### src/rtl/uart_tx_engine.sv
// UART transmit engine: serialises one start bit, 5-8 data bits (LSB first),
// optional even/odd parity and 1 or 2 stop bits. state_dbg encodes IDLE=0,
// START=1, DATA=2, PARITY=3, STOP=4.
module uart_tx_engine #(
  parameter int unsigned BAUD_DIV = 434
) (
  input  logic        clk,
  input  logic        reset,
  input  logic        start_tx_i,
  input  logic [31:0] tx_data_i,
  input  logic [1:0]  data_bit_num_i,
  input  logic        stop_bit_num_i,
  input  logic        parity_en_i,
  input  logic        parity_type_i,
  output logic        tx_o,
  output logic        tx_done_o,
  output logic [2:0]  state_dbg
);

  // Handshake: start_tx_i is a request level sampled only while IDLE; the
  // engine leaves IDLE on the accepting edge and drops tx_done_o with it, so
  // a one-cycle level suffices and a held level cannot be taken twice in one
  // frame. tx_done_o returns high on the edge that re-enters IDLE.

  localparam int unsigned CW = (BAUD_DIV > 2) ? $clog2(BAUD_DIV) : 1;
  localparam logic [CW-1:0] CNT_MAX = CW'(BAUD_DIV - 1);

  typedef enum logic [2:0] {
    IDLE   = 3'd0,
    START  = 3'd1,
    DATA   = 3'd2,
    PARITY = 3'd3,
    STOP   = 3'd4
  } state_t;

  state_t          state_q, state_d;
  logic [CW-1:0]   cnt_q, cnt_d;
  logic [2:0]      idx_q, idx_d;
  logic [7:0]      data_q;
  logic [1:0]      nbits_q;
  logic            par_en_q;
  logic            par_type_q;
  logic            stop2_q;
  logic            tx_q, tx_d;
  logic            done_q, done_d;
  logic            latch_cfg;
  logic            bit_end;
  logic [2:0]      last_data_idx;
  logic [7:0]      data_mask;
  logic            parity_bit;
  logic            unused_data_hi;

  assign unused_data_hi = ^tx_data_i[31:8];

  assign bit_end       = (cnt_q == CNT_MAX);
  // Data width N = 5 + nbits, so the last index N-1 is 4 + nbits.
  assign last_data_idx = {1'b1, nbits_q};

  always_comb begin
    data_mask = 8'hFF;
    case (nbits_q)
      2'b00:   data_mask = 8'h1F;
      2'b01:   data_mask = 8'h3F;
      2'b10:   data_mask = 8'h7F;
      default: data_mask = 8'hFF;
    endcase
  end

  // Bits above N-1 are masked off so they never reach the parity.
  assign parity_bit = (^(data_q & data_mask)) ^ par_type_q;

  always_comb begin
    state_d   = state_q;
    cnt_d     = bit_end ? '0 : cnt_q + 1'b1;
    idx_d     = idx_q;
    latch_cfg = 1'b0;
    case (state_q)
      IDLE: begin
        cnt_d = '0;
        idx_d = '0;
        if (start_tx_i) begin
          latch_cfg = 1'b1;
          state_d   = START;
        end
      end
      START: begin
        if (bit_end) begin
          state_d = DATA;
          idx_d   = '0;
        end
      end
      DATA: begin
        if (bit_end) begin
          if (idx_q == last_data_idx) begin
            idx_d   = '0;
            state_d = par_en_q ? PARITY : STOP;
          end else begin
            idx_d = idx_q + 3'd1;
          end
        end
      end
      PARITY: begin
        if (bit_end) begin
          idx_d   = '0;
          state_d = STOP;
        end
      end
      STOP: begin
        if (bit_end) begin
          if (idx_q == {2'b00, stop2_q}) begin
            idx_d   = '0;
            state_d = IDLE;
          end else begin
            idx_d = idx_q + 3'd1;
          end
        end
      end
      default: begin
        state_d = IDLE;
        cnt_d   = '0;
        idx_d   = '0;
      end
    endcase
  end

  // Line and done are registered from the next state, so they move only on
  // bit boundaries and line up with the state they describe.
  always_comb begin
    tx_d = 1'b1;
    case (state_d)
      IDLE:    tx_d = 1'b1;
      START:   tx_d = 1'b0;
      DATA:    tx_d = data_q[idx_d];
      PARITY:  tx_d = parity_bit;
      STOP:    tx_d = 1'b1;
      default: tx_d = 1'b1;
    endcase
    done_d = (state_d == IDLE);
  end

  always_ff @(posedge clk or posedge reset) begin
    if (reset) begin
      state_q <= IDLE;
      cnt_q   <= '0;
      idx_q   <= '0;
      tx_q    <= 1'b1;
      done_q  <= 1'b1;
    end else begin
      state_q <= state_d;
      cnt_q   <= cnt_d;
      idx_q   <= idx_d;
      tx_q    <= tx_d;
      done_q  <= done_d;
    end
  end

  always_ff @(posedge clk or posedge reset) begin
    if (reset) begin
      data_q     <= '0;
      nbits_q    <= '0;
      par_en_q   <= 1'b0;
      par_type_q <= 1'b0;
      stop2_q    <= 1'b0;
    end else if (latch_cfg) begin
      data_q     <= tx_data_i[7:0];
      nbits_q    <= data_bit_num_i;
      par_en_q   <= parity_en_i;
      par_type_q <= parity_type_i;
      stop2_q    <= stop_bit_num_i;
    end
  end

  assign tx_o      = tx_q;
  assign tx_done_o = done_q;
  assign state_dbg = state_q;

endmodule

### config.mk
export PLATFORM = sky130hd
export DESIGN_NAME = uart_tx_engine
export DESIGN_NICKNAME = d
export VERILOG_FILES = /design/src/rtl/uart_tx_engine.sv
export SDC_FILE = /design/constraint.sdc
export NUM_CORES = 1
export LEC_CHECK = 0
export ABC_AREA = 1
export BUFFER_PORTS_ARGS = -buffer_cell sky130_fd_sc_hd__buf_4
export CORE_MARGIN = 5
export CORE_UTILIZATION = 45
export CTS_BUF_LIST = sky130_fd_sc_hd__clkbuf_4
export DETAILED_ROUTE_END_ITERATION = 7
export PLACE_DENSITY = 0.67
export SLEW_MARGIN = 20
export SYNTH_ARGS = -nofsm -noshare
export SYNTH_HDL_FRONTEND = slang
export SYNTH_SLANG_ARGS = --single-unit
### constraint.sdc
create_clock -name clk -period 2.15 [get_ports clk]
set_input_delay 0.43 -clock clk [delete_from_list [all_inputs] [get_ports clk]]
set_output_delay 0.43 -clock clk [all_outputs]
set_load 0.02 [all_outputs]
==> results of run 1 <==
## registers in the layout, indices dropped and copies added (netlist names)
name and count:
idx_q 3, par_type_q 1, stop2_q 1, data_q 8, par_en_q 1, cnt_q 9
tx_done_o 1, state_dbg 3, nbits_q 2, tx_o 1
## synth_stat cells
| cell | number | area share |
|---|---|---|
| a21oi_1 | 6 | 0.016 |
| o21bai_1 | 1 | 0.0041 |
| o21ai_0 | 4 | 0.011 |
| inv_2 | 6 | 0.012 |
| nand2_4 | 6 | 0.037 |
| ha_1 | 3 | 0.020 |
| o21ai_2 | 1 | 0.0048 |
| dfrtp_1 | 28 | 0.38 |
| dfstp_2 | 2 | 0.029 |
| or2_1 | 1 | 0.0034 |
| nand3_1 | 23 | 0.063 |
| nor2_1 | 20 | 0.041 |
| nand2_1 | 69 | 0.14 |
| nand3b_1 | 1 | 0.0041 |
| nand2_2 | 11 | 0.037 |
| a31oi_1 | 1 | 0.0034 |
| nor2_4 | 4 | 0.024 |
| nor2_2 | 4 | 0.014 |
| inv_1 | 22 | 0.045 |
| o211ai_2 | 2 | 0.014 |
| nor3b_1 | 3 | 0.012 |
| nor3_1 | 7 | 0.019 |
| nand4_1 | 4 | 0.014 |
| xor2_1 | 4 | 0.019 |
| clkbuf_1 | 2 | 0.0041 |
| xnor2_1 | 6 | 0.029 |
## final timing paths
check | startpoint | end | slack, ns
setup / recovery | cnt_q[1] | tx_o | 0.21
hold / removal | reset | cnt_q[7] | 0.16
min in group clk | tx_data_i[7] | data_q[7] | 0.29
hold reg to reg | par_type_q | par_type_q | 0.52
max in group asynchronous | reset | tx_done_o | 1.65
setup reg to reg | cnt_q[1] | tx_o | 0.21
## timing repair
item                       CTS  global route
gates resized for setup      0             1
setup endpoints to repair    0             1
buffers inserted             0             0
## power breakdown
| part | total (mW) | internal (mW) | switching (mW) |
|---|---|---|---|
| clock network | 0.424 | 0.235 | 0.189 |
| logic | 0.0319 | 0.0182 | 0.0138 |
| registers | 0.564 | 0.564 | 0 |
| total | 1.02 | 0.817 | 0.202 |
## metrics by stage
step	std cells	instance area [um^2]	power, mW
2_1_floorplan	241	1840	0.583
3_3_place_gp	311	2060	0.608
3_5_place_dp	311	2060	0.608
4_1_cts	318	2130	1.04
5_1_grt	318	2130	1.06
6_report	318	2130	1.02
## cells by family (layout without fill, tap and decap cells)
| group | Yosys count | count (layout) | synth area share |
|---|---|---|---|
| DFF | 30 | 30 | 0.409 |
| AOI/OAI and AO/OA | 15 | 15 | 0.0530 |
| buffers and inverters | 30 | 57 | 0.0612 |
| xor gates and xnor gates | 10 | 10 | 0.0476 |
| and+or+nand+nor | 153 | 153 | 0.409 |
| adders and majority gates | 3 | 3 | 0.0204 |
## layout by cell type, fill, tap and decap left out, drive strengths merged
master  instances
nand2          86
dfrtp          28
inv            28
nor2           28
nand3          23
buf            22
nor3            7
a21oi           6
xnor2           6
clkbuf          5
o21ai           5
nand4           4
xor2            4
nor3b           3
ha              3
o211ai          2
dfstp           2
o21bai          1
a31oi           1
nand3b          1
or2             1
clkinv          1
bufinv          1
## per-layer routing
metal	share of wire	wire, um
met5	0	0
met2	0.46	1710
met4	0.019	72
met1	0.48	1770
met3	0.045	167
## worst reg2reg max path, cell delays in order, from the launching register on
cell	delay, ns
dfrtp_1	0.41
inv_1	0.06
ha_1	0.25
nand2_4	0.09
nor2_4	0.12
nand2_4	0.09
nand2_2	0.08
inv_1	0.05
nor3_1	0.22
nand2_1	0.14
nand3_1	0.10
nand2_1	0.06
nand2_1	0.06
nand3_1	0.06
nand3_1	0.07
## cell type report
type	count	area, um^2
Tap cell	50	62.6
Sequential cell	30	753
Inverter	28	105
Timing Repair Buffer	22	165
Clock buffer	5	37.5
Multi-Input combinational cell	181	977
Fill cell	393	1840
Clock inverter	2	33.8
==> flow_metrics.py, run 1 <==
metrics = {
    "global_routing": {
        "track_usage": 0.156,
        "grt_start_max_net_pins": 31,
        "top_usage_layer": "met2",
        "grt_pass1_wl_um": 6470,
        "use_met3": 0.0378,
        "overflow": 0,
        "grt_pass1_vias": 1459,
        "use_met1": 0.203,
        "use_met2": 0.243,
        "antenna_found_initial": 0,
    },
    "logic_synthesis": {
        "ys_seq_elements": 30,
        "syn_area_per_cell_um2": 7.64,
        "yosysSeqAreaShare": 0.409,
        "synth_cells": 241,
        "synth_cell_types": 26,
        "syn_area_mm2": 0.00184,
        "synth_nets": 284,
        "yosys_warnings": 0,
    },
    "status": {
        "status": "finished, final reports clean",
    },
    "worst_setup_path": {
        "max_stage_delay_ns": 0.41,
        "slowest_stage": "dfrtp_1",
        "crit_chain": "inv_1 > ha_1 > nand2_4 > nor2_4 > nand2_4 > nand2_2 > inv_1 > nor3_1 > nand2_1 > nand3_1 > nand2_1 > nand2_1 > nand3_1 > nand3_1",
        "critPathCaptureType": "flip-flop",
        "r2r_cells": 14,
        "cp_data_required_time_ns": 2.41,
        "path_class": "flip-flop to flip-flop",
        "worstSetupStartpointType": "flip-flop",
        "worstPathMaxFanout": 6,
        "cp.depth": 14,
        "cp_top_family": "simple AND/OR/NAND/NOR gates",
        "arrival_ns": 2.20,
        "cp_num_buf_inv": 2,
    },
    "timing": {
        "slew_headroom": 0.728,
        "worstMarginPinSlew_ns": 0.407,
        "skew_ns": 0.0197,
        "hold_viol": 0,
        "holdWs_ns": 0.160,
        "report.final.slew_viol_count": 0,
        "fmax_mhz": 516,
        "finalWorstSetupSlack_ns": 0.211,
        "finalSetupTns_ns": 0,
        "post-route-min-period_ns": 1.94,
        "min_period_over_period": 0.902,
        "setup_viol": 0,
    },
    "route": {
        "wl_um": 3720,
        "drtIter0Drc": 106,
        "routed_via_density": 4.84,
        "num_vias": 1539,
        "final_antenna_net_count": 0,
        "drt_pre_antenna_iters": 4,
        "routedWlPerCell_um": 11.7,
        "drc": 0,
    },
    "floorplanning": {
        "die_area_mm2": 0.00547,
        "io_pins": 45,
        "die_y_um": 74.0,
        "coreArea_mm2": 0.00397,
        "num_rows": 23,
        "fp.dieW_um": 74.0,
        "start_util": 0.463,
    },
    "placement": {
        "place_hpwl_um": 2820,
        "port_buffers": 20,
        "place.gp.congestion": 0.906,
        "place_ws_ns": 0.307,
    },
    "layout": {
        "fin_nets": 311,
        "fin_util": 0.537,
        "syn_to_final_growth_pct": 16.0,
        "n_antenna_cell": 0,
        "drive_above_1_share": 0.243,
    },
    "clock_network": {
        "cts_buffers": 5,
        "htree_num_levels": 2,
        "clkSinkCount": 30,
        "cts_tree": "done",
        "clk_latency_ns": 0.33,
        "root_buffer": "clkbuf_4",
        "clockBufferDepth": 2,
        "holdBufCountCts": 0,
        "clk_pin_slew_ns": 0.10,
    },
    "min_path": {
        "hold_class": "input pin to async pin",
    },
    "pwr": {
        "p_leak_nw": 1.14,
        "ir_drop_uv": 400,
        "power_density_mw_per_mm2": 478,
    },
    "flow_run": {
        "maxCapViolCount": 0,
    },
}
Power figures use the tool's default switching activity.
==> run 2, diff against run 1 <==
CELL_PAD_IN_SITES_DETAIL_PLACEMENT = 1   (was not set)
CELL_PAD_IN_SITES_GLOBAL_PLACEMENT = 2   (was not set)
CORE_UTILIZATION = 31   (was 45)
HOLD_SLACK_MARGIN = 0.05   (was not set)
PLACE_DENSITY = 0.8   (was 0.67)
==> run 2 against run 1 <==
Effect of this change: count of clock-buffer cells in the layout rose by 1; setup slack gained 0.060 ns; fmax grew 3.2%; largest cell class unchanged; critical path depth shrank 3; clock power decreased by 20%; highest routed layer unchanged; combinational power rose by 4%; critical endpoint unchanged; sequential power about the same; clock skew is 0.018 ns lower; cell area is 1.0% higher; largest power group unchanged; flip-flop and latch count stayed put.
==> flow_metrics.py, run 2 (synthesis results as in run 1) <==
metrics = {
    "status": {
        "status": "finished, final reports clean",
    },
    "route": {
        "drt_pre_antenna_iters": 4,
        "drtIter0Drc": 38,
        "dr_wl_met3_um": 96,
        "final_antenna_net_count": 0,
        "drc": 0,
        "wl_met1_um": 1920,
        "routedWlPerCell_um": 12.7,
        "num_vias": 1606,
        "highest_layer": "met4",
        "dr_wl_met2_um": 2310,
        "routed_via_density": 4.66,
        "wl_um": 4380,
    },
    "layout": {
        "top_regs": "cnt_q: 9 flops, data_q: 8 flops",
        "multi_input_area_um2": 977,
        "final.fill_count": 729,
        "regMostFlops": "cnt_q",
        "drive_above_1_share": 0.248,
        "final_cell_mix": "69 x nand2_1, 28 x dfrtp_1, 23 x nand3_1, 23 x buf_4, 22 x inv_1",
        "n_antenna_cell": 0,
        "regArea_um2": 753,
        "layout_commonest_cell": "nand2_1",
        "fin_nets": 312,
        "syn_to_final_growth_pct": 17.1,
        "largest_reg_flops": 9,
    },
    "pwr": {
        "p_leak_nw": 1.14,
        "power_density_mw_per_mm2": 434,
        "power_uw": 936,
        "clkPwrFrac": 0.362,
        "intPower_uw": 717,
        "p_sw_frac": 0.233,
        "switchingPower_uw": 218,
        "comb_power_share": 0.036,
        "seqPwrFrac": 0.603,
        "ir_drop_uv": 226,
    },
    "worst_setup_path": {
        "path_class": "flip-flop to flip-flop",
        "startpoint": "cnt_q[1]",
        "reg2reg_setup_slack_ns": 0.27,
        "worstSetupStartpointType": "flip-flop",
        "cp_data_required_time_ns": 2.41,
        "critPathCaptureType": "flip-flop",
        "worstPathMaxFanout": 3,
        "r2r-end": "tx_o",
        "arrival_ns": 2.14,
        "worstReg2RegStart": "cnt_q[1]",
        "r2r_cells": 11,
    },
    "clock_network": {
        "cts_buffers": 5,
        "htree_num_levels": 2,
        "clk_latency_ns": 0.33,
        "cts_tree": "done",
        "post_cts_buffers": 0,
        "clk_pin_slew_ns": 0.10,
        "clockBufferDepth": 2,
        "clkSinkCount": 30,
        "root_buffer": "clkbuf_4",
    },
    "floorplanning": {
        "start_util": 0.315,
        "fp.dieW_um": 87.1,
        "die_y_um": 87.1,
        "io_pins": 45,
        "num_rows": 28,
        "die_area_mm2": 0.00758,
        "coreArea_mm2": 0.00585,
    },
    "timing": {
        "finalSetupTns_ns": 0,
        "setup_viol": 0,
        "finalWorstSetupSlack_ns": 0.271,
        "report.final.slew_viol_count": 0,
        "min_period_over_period": 0.874,
        "fmax_mhz": 532,
        "rsz0062_at_grt": "false",
        "slew_headroom": 0.707,
        "post-route-min-period_ns": 1.88,
        "hold_viol": 0,
        "worstMarginPinSlew_ns": 0.439,
        "skew_ns": 0.00154,
    },
    "global_routing": {
        "antenna_found_initial": 0,
        "grt_pass1_wl_um": 7670,
        "track_usage": 0.130,
        "grt_pass1_vias": 1702,
        "overflow": 0,
        "grt_start_max_net_pins": 31,
    },
    "placement": {
        "port_buffers": 20,
        "place.gp.congestion": 0.786,
        "place_hpwl_um": 3340,
        "place_ws_ns": 0.256,
    },
    "min_path": {
        "hold_class": "input pin to async pin",
    },
    "flow_run": {
        "maxCapViolCount": 0,
    },
}
-- run 2: critical path: stages (launching register included) --
cell and delay, ns:
dfrtp_1 0.41, inv_1 0.06, ha_1 0.23, nand4_1 0.20, nor3b_1 0.29, o21ai_0 0.11
a21oi_1 0.18, nand2_2 0.08, inv_1 0.07, nand2_1 0.05, nand3_1 0.07, nand3_1 0.07
-- run 2: what timing repair did --
action,CTS,global route
endpoints found under the hold margin,0,0
gates resized for setup,0,1
hold buffers,0,0
endpoints found under the setup margin,0,1
-- run 2: how the worst max path moves through the flow --
stage / end / slack [ns] / cells past startpoint
after floorplan: tx_o / 0.53 / 15
after global placement: tx_o / 0.27 / 13
after detailed placement: tx_o / 0.26 / 13
after CTS: tx_o / 0.18 / 13
after global routing: tx_o / 0.03 / 13
final: tx_o / 0.27 / 11
-- run 2: per-layer routing --
layer,vias to the layer above,GRT usage
met1,762,0.152
met5,-,0
met3,7,0.0255
met4,0,0.0382
li1,820,-
met2,17,0.237
-- run 2: power by group through the flow --
stage / Sequential, mW / Combinational (mW) / Clock (mW)
2_1_floorplan: 0.575 / 0.00831 / 0
5_1_grt: 0.564 / 0.0380 / 0.379
6_report: 0.564 / 0.0333 / 0.339
4_1_cts: 0.564 / 0.0345 / 0.358
3_5_place_dp: 0.575 / 0.0345 / 0
3_3_place_gp: 0.575 / 0.0333 / 0
-- run 2: final cells by class --
type,count,area share
timing repair buffer,23,0.0801
sequential,30,0.349
tap,75,0.0435
inverter,28,0.0488
clock inverter,2,0.00406
multi-input combinational,181,0.453
clock buffer,6,0.0209
-- run 2: metrics by stage --
step	instances	hold slack [ns]	utilization	cell area, um^2
finish	345	0.181	0.368	2160
floorplan	241	0.461	-	1840
CTS	345	0.182	0.368	2150
detailed placement	337	0.487	0.359	2100
global placement	337	0.485	0.359	2100
global route	345	0.224	0.368	2160
==> run 3, diff against run 2 <==
--- a/config.mk
+++ b/config.mk
@@ -7,3 +7,2 @@
 export LEC_CHECK = 0
-export ABC_AREA = 1
 export BUFFER_PORTS_ARGS = -buffer_cell sky130_fd_sc_hd__buf_4
@@ -12,3 +11,3 @@
 export CORE_MARGIN = 5
-export CORE_UTILIZATION = 31
+export CORE_UTILIZATION = 34
 export CTS_BUF_LIST = sky130_fd_sc_hd__clkbuf_4
--- a/constraint.sdc
+++ b/constraint.sdc
@@ -3,2 +3,2 @@
 set_output_delay 0.43 -clock clk [all_outputs]
-set_load 0.02 [all_outputs]
+set_load 0.1 [all_outputs]
==> run 3 against run 2 <==
Effect of this change: combinational power rose to 2.8 times the previous value; largest cell class unchanged; via count fell by 20%; critical endpoint unchanged; cell area fell by 0.75%; fmax fell by 12%; core utilization rose by 8.5 points; clock skew rose by 0.0073 ns; sequential share of layout area rose by 0.85 points; flip-flop and latch count did not move.
==> flow_metrics.py, run 3 <==
metrics = {
    "status": {
        "status": "finished, final reports clean",
    },
    "worst_setup_path": {
        "critPathCaptureType": "flip-flop",
        "path_class": "flip-flop to flip-flop",
        "worstSetupEndpoint": "tx_o",
        "startpoint": "idx_q[1]",
        "r2r_cells": 7,
        "crit_chain": "ha_4 > or3b_4 > a2111oi_4 > a31oi_4 > mux2_4 > o211ai_2 > a32oi_1",
        "worstReg2RegStart": "idx_q[1]",
        "r2r-end": "tx_o",
        "max_stage_delay_ns": 0.46,
        "worstSetupStartpointType": "flip-flop",
        "cp.depth": 7,
        "worstPathMaxFanout": 5,
        "reg2reg_setup_slack_ns": 0.009,
        "cp_num_buf_inv": 0,
        "arrival_ns": 2.39,
        "slowest_stage": "dfrtp_2",
        "cp_top_family": "compound AO/OA/AOI/OAI gates",
        "cp_data_required_time_ns": 2.40,
    },
    "timing": {
        "fmax_mhz": 467,
        "rsz0062_at_grt": "true",
        "skew_ns": 0.00884,
        "post-route-min-period_ns": 2.14,
        "finalSetupTns_ns": 0,
        "report.final.slew_viol_count": 0,
        "min_period_over_period": 0.996,
        "worstMarginPinSlew_ns": 0.454,
        "hold_viol": 0,
        "holdWs_ns": 0.168,
        "setup_viol": 0,
        "slew_headroom": 0.695,
    },
    "pwr": {
        "ir_drop_uv": 312,
        "power_density_mw_per_mm2": 482,
        "power_mw": 1.03,
        "p_leak_nw": 0.937,
    },
    "layout": {
        "regMostFlops": "cnt_q",
        "layout_commonest_cell": "buf_4",
        "n_antenna_cell": 0,
        "regArea_um2": 766,
        "multi_input_area_um2": 892,
        "drive_above_1_share": 0.438,
        "fin_nets": 236,
        "final.fill_count": 535,
        "fin_area_mm2": 0.00214,
        "final_cell_mix": "42 x buf_4, 24 x dfrtp_1, 14 x xnor2_1, 13 x nor2_1",
        "syn_to_final_growth_pct": 29.8,
        "stdcell_count": 261,
        "top_regs": "cnt_q: 9 flops, data_q: 8 flops",
        "largest_reg_flops": 9,
    },
    "floorplanning": {
        "fp.dieW_um": 79.6,
        "die_y_um": 79.6,
        "num_rows": 25,
        "die_area_mm2": 0.00634,
        "io_pins": 45,
        "coreArea_mm2": 0.00472,
        "start_util": 0.349,
    },
    "logic_synthesis": {
        "yosysSeqAreaShare": 0.457,
        "synth-main-ff-cell": "dfrtp_1",
        "synthArstFlopShare": 1.00,
        "synthTopCellsByCount": "28 x dfrtp_1, 15 x xnor2_1, 13 x nor2_1",
        "synthTopCellsByArea": "dfrtp_1 43%, xnor2_1 8.0%, mux2_2 7.5%",
        "synth_cell_types": 45,
        "yosys_warnings": 0,
        "syn_area_per_cell_um2": 11.0,
        "synth_cells": 150,
        "yosys.area.top_type": "dfrtp_1",
        "yosysMostFrequentCell": "dfrtp_1",
        "synth_nets": 193,
        "ys_seq_elements": 30,
        "synth_edf_count": 0,
        "syn_area_mm2": 0.00165,
        "synth_top_area_frac": 0.425,
    },
    "route": {
        "wl_um": 3900,
        "final_antenna_net_count": 0,
        "routedWlPerCell_um": 15.0,
        "drt_pre_antenna_iters": 4,
        "routed_via_density": 4.94,
        "drc": 0,
        "drtIter0Drc": 59,
        "num_vias": 1289,
    },
    "global_routing": {
        "track_usage": 0.141,
        "grt_pass1_vias": 1480,
        "antenna_found_initial": 0,
        "grt_pass1_wl_um": 6900,
        "grt_start_max_net_pins": 31,
        "overflow": 0,
    },
    "clock_network": {
        "clk_latency_ns": 0.33,
        "cts_tree": "done",
        "root_buffer": "clkbuf_4",
        "cts_buffers": 5,
        "clk_pin_slew_ns": 0.09,
        "clockBufferDepth": 2,
        "clkSinkCount": 30,
        "holdBufCountCts": 0,
        "htree_num_levels": 2,
    },
    "placement": {
        "dpl-instance-area_mm2": 0.00202,
        "port_buffers": 20,
        "place.gp.congestion": 0.780,
        "dp.cells": 252,
        "place_hpwl_um": 3020,
    },
    "flow_run": {
        "maxCapViolCount": 0,
    },
    "min_path": {
        "hold_class": "input pin to async pin",
    },
}
run 3: timing repair:
| action | CTS | global route |
|---|---|---|
| endpoints found under the hold margin | 0 | 0 |
| setup endpoints to repair | 1 | 1 |
| buffers inserted | 0 | 1 |
| resized for setup | 5 | 5 |
| pin swaps | 1 | 1 |
run 3: layer usage:
layer	track usage	part of all wire
met1	0.162	0.41
met2	0.255	0.54
met3	0.0305	0.034
met4	0.0515	0.016
met5	0	0
run 3: metrics by stage:
stage | worst slack [ns] | utilization
2_1_floorplan | -0.0892 | -
3_3_place_gp | 0.0126 | 0.428
3_5_place_dp | -0.0388 | 0.428
4_1_cts | -0.0285 | 0.443
5_1_grt | -0.0868 | 0.453
6_report | 0.00884 | 0.453
run 3: logic make-up after synthesis:
group | count (synthesis) | share of synthesized area
simple gates | 52 | 0.176
flops | 30 | 0.457
compound gates | 18 | 0.0911
mux | 14 | 0.106
buf+inv | 12 | 0.0349
fa+ha+maj | 3 | 0.0228
xor+xnor | 21 | 0.112
run 3: worst reg2reg max path: cells and delay by family, from the launching register on:
family	cells	cell delay, ns
fa+ha+maj	1	0.27
flops	1	0.46
simple gates	1	0.38
mux	1	0.33
compound gates	4	0.61
run 3: worst min-delay path by stage:
stage	startpoint	end	slack (ns)	cells past startpoint
after detailed placement	par_type_q	par_type_q	0.53	1
after CTS	reset	cnt_q[2]	0.17	3
after global placement	par_type_q	par_type_q	0.51	1
final	reset	cnt_q[2]	0.17	3
after global routing	reset	cnt_q[2]	0.18	3
after floorplan	cnt_q[0]	cnt_q[0]	0.47	1
run 3: power by group:
group	internal [mW]	switching, mW	leakage (nW)
clock network	0.168	0.182	0.0368
logic	0.0552	0.0388	0.532
registers	0.577	0.0114	0.369
run 3: layout make-up:
type                       count  area share
sequential                    30       0.358
tap                           67      0.0392
timing repair buffer          42       0.147
inverter                       6      0.0105
multi-input combinational    108       0.417
clock buffer                   8      0.0281
